`config.mk`:
```
export PLATFORM = sky130hd
export DESIGN_NAME = csa_stream_accumulator
export DESIGN_NICKNAME = d
export VERILOG_FILES = /design/src/rtl/csa_stream_accumulator.sv
export SDC_FILE = /design/constraint.sdc
export NUM_CORES = 1
export LEC_CHECK = 0
export ABC_AREA = 1
export CAP_MARGIN = 30
export CELL_PAD_IN_SITES_DETAIL_PLACEMENT = 0
export CELL_PAD_IN_SITES_GLOBAL_PLACEMENT = 2
export CORE_UTILIZATION = 36
export DETAILED_ROUTE_END_ITERATION = 7
export PLACE_DENSITY_LB_ADDON = 0.1
export SLEW_MARGIN = 20
export SYNTH_ARGS = -nofsm -noshare
export SYNTH_HDL_FRONTEND = slang
export SYNTH_SLANG_ARGS = --single-unit
```
`constraint.sdc`:
```
create_clock -name clk -period 5 [get_ports clk]
set_input_delay 0.75 -clock clk [delete_from_list [all_inputs] [get_ports clk]]
set_output_delay 0.75 -clock clk [all_outputs]
set_load 0.01 [all_outputs]
```
`src/rtl/csa_stream_accumulator.sv`:
```
// csa_stream_accumulator: framed multi-operand accumulator.
// Operands are folded into a carry-save total (sum and carry vectors), so each
// beat costs one full-adder level regardless of ACC_W. At end of frame a
// CHUNK-wide ripple adder resolves the total over ACC_W/CHUNK cycles. The
// result is then held on a valid/ready output together with the operand count
// and an exact overflow flag.
module csa_stream_accumulator #(
   parameter int WIDTH = 8,
   parameter int ACC_W = 12,
   parameter int CHUNK = 4,
   parameter int CNT_W = 8
) (
   input  logic             clk,
   input  logic             rst_n,
   input  logic             in_valid,
   output logic             in_ready,
   input  logic [WIDTH-1:0] in_data,
   input  logic             in_last,
   output logic             out_valid,
   input  logic             out_ready,
   output logic [ACC_W-1:0] out_sum,
   output logic [CNT_W-1:0] out_count,
   output logic             out_ovf
);

   localparam int NCH   = ACC_W / CHUNK;
   localparam int IDX_W = (NCH > 1) ? $clog2(NCH) : 1;

   typedef enum logic [1:0] {IDLE, ACCUM, RESOLVE, OUTPUT} state_t;

   state_t           state;
   state_t           state_next;
   logic [ACC_W-1:0] s;
   logic [ACC_W-1:0] c;
   logic [ACC_W-1:0] x;
   logic [ACC_W-1:0] t;
   logic [ACC_W-1:0] m;
   logic [IDX_W-1:0] idx;
   logic [31:0]      base;
   logic             cy;
   logic [CHUNK-1:0] chunk_s;
   logic [CHUNK-1:0] chunk_c;
   logic [CHUNK-1:0] chunk_sum;
   logic [CHUNK:0]   rip;
   logic             accept;
   logic             handshake;
   logic             last_chunk;

   assign accept     = in_valid && in_ready;
   assign handshake  = out_valid && out_ready;
   assign last_chunk = (idx == IDX_W'(NCH - 1));
   assign base       = 32'(idx) * CHUNK;

   // One carry-save level: fold the zero-extended operand into S and C.
   always_comb begin
      x = ACC_W'(in_data);
      t = s ^ c ^ x;
      m = (s & c) | (s & x) | (c & x);
   end

   // Ripple full-adder chain for the chunk currently being resolved.
   always_comb begin
      chunk_s   = s[base +: CHUNK];
      chunk_c   = c[base +: CHUNK];
      chunk_sum = '0;
      rip       = '0;
      rip[0]    = cy;
      for (int i = 0; i < CHUNK; i++) begin
         chunk_sum[i] = chunk_s[i] ^ chunk_c[i] ^ rip[i];
         rip[i+1]     = (chunk_s[i] & chunk_c[i]) | (chunk_s[i] & rip[i]) |
                        (chunk_c[i] & rip[i]);
      end
   end

   // Frame sequencing: accumulate, resolve chunk by chunk, then hold the result.
   always_comb begin
      state_next = state;
      case (state)
         IDLE:    if (accept) state_next = in_last ? RESOLVE : ACCUM;
         ACCUM:   if (accept && in_last) state_next = RESOLVE;
         RESOLVE: if (last_chunk) state_next = OUTPUT;
         OUTPUT:  if (handshake) state_next = IDLE;
         default: state_next = IDLE;
      endcase
   end

   // State register plus registered handshake outputs; out_valid trails OUTPUT entry by one edge.
   always_ff @(posedge clk or negedge rst_n) begin
      if (!rst_n) begin
         state     <= IDLE;
         in_ready  <= 1'b0;
         out_valid <= 1'b0;
      end else begin
         state     <= state_next;
         in_ready  <= (state_next == IDLE) || (state_next == ACCUM);
         out_valid <= (state == OUTPUT) && !handshake;
      end
   end

   // Datapath: carry-save accumulation, chunked resolve, and clear after delivery.
   always_ff @(posedge clk or negedge rst_n) begin
      if (!rst_n) begin
         s         <= '0;
         c         <= '0;
         out_sum   <= '0;
         out_count <= '0;
         out_ovf   <= 1'b0;
         idx       <= '0;
         cy        <= 1'b0;
      end else if (accept) begin
         s <= t;
         c <= m << 1;
         if (m[ACC_W-1]) out_ovf <= 1'b1;
         if (out_count != {CNT_W{1'b1}}) out_count <= out_count + CNT_W'(1);
      end else if (state == RESOLVE) begin
         out_sum[base +: CHUNK] <= chunk_sum;
         if (last_chunk) begin
            idx <= '0;
            cy  <= 1'b0;
            if (rip[CHUNK]) out_ovf <= 1'b1;
         end else begin
            idx <= idx + IDX_W'(1);
            cy  <= rip[CHUNK];
         end
      end else if (handshake) begin
         s         <= '0;
         c         <= '0;
         out_count <= '0;
         out_ovf   <= 1'b0;
         cy        <= 1'b0;
      end
   end

endmodule

```
==> impl_metrics.toml <==
[place]
place_area_um2 = 3240
dp_hpwl_mm = 4.27
gp_congestion = 0.730
portBuffers = 35

[grt]
antenna_found_initial = 0
grt_pass1_vias = 2267
grt_pass1_wl_mm = 10.8
overflow = 0
grt_max_degree = 52
grt_usage = 0.164

[logic_synthesis]
syn-cell-area_um2 = 2820
synth_seq_cells = 51
synth-simple-area-share = 0.200
syn-instance-count = 322
synthXorXnorAreaFrac = 0
synth_compound_area_frac = 0.134
synthMuxAreaShare = 0
ys_types = 31
yosysWarnings = 0
synth_top_family_by_area = "simple AND/OR/NAND/NOR gates"
ys_seq_area_frac = 0.453
syn_area_per_cell_um2 = 8.74
yosys.area_share.adder = 0.132
synth.area.top_cells = "dfrtp_1, nand2_1, fa_1"
synth_top_area_share = 0.453
yosys.area.top_type = "dfrtp_1"
synth_nets = 358

[clock_network]
cts_setup_buffers = 0
cts-resized-gates = 0
clk_pin_slew_ns = 0.09
clk_latency_ns = 0.30
cts-buffers-inserted = 5
clockBufferDepth = 2
root_buffer = "clkbuf_8"
postCtsHoldBufs = 0
cts.sinks = 51
cts_max_level = 2
cts_tree = "yes"

[critical_path]
crit_path_start_kind = "flip-flop"
crit_chain = "inv_1 > nand2_1 > inv_1 > a22oi_1 > fa_1 > fa_1 > fa_1 > fa_1 > o21ai_0 > nand2_1 > nand2_1 > nand2_1"
crit_fanout = 20
endpoint_kind = "flip-flop"
arrival_ns = 3.61
crit_required_ns = 5.20
crit_family = "adder cells"
critPathKind = "reg -> reg"
path_buf_inv = 2
critPathSlowestCell = "dfrtp_1"
cpPeakStageDelay_ns = 0.59

[detailed_routing]
topRoutingLayerUsed = "met4"
drt_iter0_markers = 131
routed_wirelength_mm = 5.93
wl_met1_mm = 2.82
vias = 2138
wl_per_cell_um = 13.1
wl_met3_um = 163
ant_nets = 0
drt_first_pass_iters = 4
routed_via_density = 4.71
post-route-drc-count = 0
met2WireLength_mm = 2.84

[layout]
syn_to_final_growth_pct = 17.6
fin_nets = 392
drive_gt1_frac = 0.0648
multi_input_area_um2 = 1310
antennaDiodeCount = 0
fill_cells = 744
design_area_um2 = 3310
mostFrequentLayoutCells = "nand2_1, dfrtp_1, inv_1"
seq_area_um2 = 1280
final_common_cell = "nand2_1"

[die]
io_pins = 36
coreArea_um2 = 7410
fp.dieW_um = 90.4
fp-row-count = 31
start_util = 0.380
die_height_um = 90.4
die-area_um2 = 8180

[sta]
finalClockSkew_ns = 0.00525
rsz0062_at_grt = "no"
fin_crit_sh = 0.682
final-setup-viol-count = 0
slew_violations = 0
slew_headroom = 0.538
tns_ns = 0
hold_violations = 0
fmax_ghz = 0.293
fin_crit_ns = 3.41
tightest_slew_ns = 0.692

[pwr]
power_density_nw_per_um2 = 523
finalPower_mw = 1.73
p_leak_nw = 1.52
ir_worst_vdd_mv = 0.230

[min_path]
hp-class = "reg -> reg"

[run]
maxCapViolations = 0

[run_status]
status = "completed"
## state kept, by name, summed over array words and instances, names as in the netlist
signal / flops
state: 2
out_ovf: 1
c: 11
idx: 2
out_valid: 1
in_ready: 1
cy: 1
out_sum: 12
out_count: 8
s: 12
## area by class of cell
cell class              count  area share
clock buffers               6      0.0219
repair buffers             36       0.107
flip-flops and latches     51       0.385
inverters                  46      0.0529
multi-input cells         216       0.396
well taps                  99      0.0374
## through the flow
step           cells  hold WS, ns   util  setup WS [ns]
2_1_floorplan    322        0.454      -           1.97
6_report         454        0.492  0.447           1.59
3_3_place_gp     448        0.473  0.437           1.70
5_1_grt          454        0.533  0.447           1.24
4_1_cts          454        0.501  0.447           1.60
3_5_place_dp     448        0.478  0.437           1.63
## power breakdown
| group | switching (mW) | total [mW] | internal [mW] |
|---|---|---|---|
| Clock | 0.131 | 0.225 | 0.0938 |
| Sequential | 0.137 | 0.691 | 0.555 |
| Combinational | 0.482 | 0.814 | 0.333 |
## worst min-delay path, delay by kind of cell, from the launching register on
family           cells  cell delay, ns
AO/OA/AOI/OAI        1            0.06
flip-flops           1            0.35
AND/OR/NAND/NOR      1            0.06
## kinds of logic (layout without fill, tap and decap cells)
family	count (synthesis)	count (layout)
simple gates	127	127
flops	51	51
buf+inv	55	88
fa+ha+maj	23	23
compound gates	66	66
## cell usage after synthesis (all sizes together)
| library cell | n |
|---|---|
| a21oi | 2 |
| a22oi | 7 |
| a31oi | 1 |
| buf | 4 |
| clkbuf | 5 |
| clkinv | 1 |
| dfrtp | 51 |
| fa | 11 |
| ha | 12 |
| inv | 45 |
| nand2 | 83 |
| nand3 | 21 |
| nand3b | 4 |
| nor2 | 16 |
| nor3 | 2 |
| o2111ai | 1 |
| o21ai | 52 |
| o21bai | 2 |
| o22ai | 1 |
| or2 | 1 |
## path summary, 6_finish.rpt
kind                                              from                  endpoint  slack, ns  cells past startpoint
worst max register to register      idx[0]$_DFFE_PN0P_       out_ovf$_DFFE_PN0P_       1.59                     12
worst min register to register  out_sum[9]$_DFFE_PN0P_    out_sum[9]$_DFFE_PN0P_       0.49                      2
worst max-delay path                idx[0]$_DFFE_PN0P_       out_ovf$_DFFE_PN0P_       1.59                     12
min in group asynchronous                        rst_n          s[6]$_DFFE_PN0P_       0.56                      2
worst min-delay path            out_sum[9]$_DFFE_PN0P_    out_sum[9]$_DFFE_PN0P_       0.49                      2
max in group asynchronous                        rst_n  out_count[5]$_DFFE_PN0P_       4.00                      2
## metal layers
metal	up-vias	global-route usage
met3	11	0.0311
met5	-	0
met2	27	0.270
met1	1001	0.216
li1	1099	-
met4	0	0.0538
(Power assumes the default switching activity.)
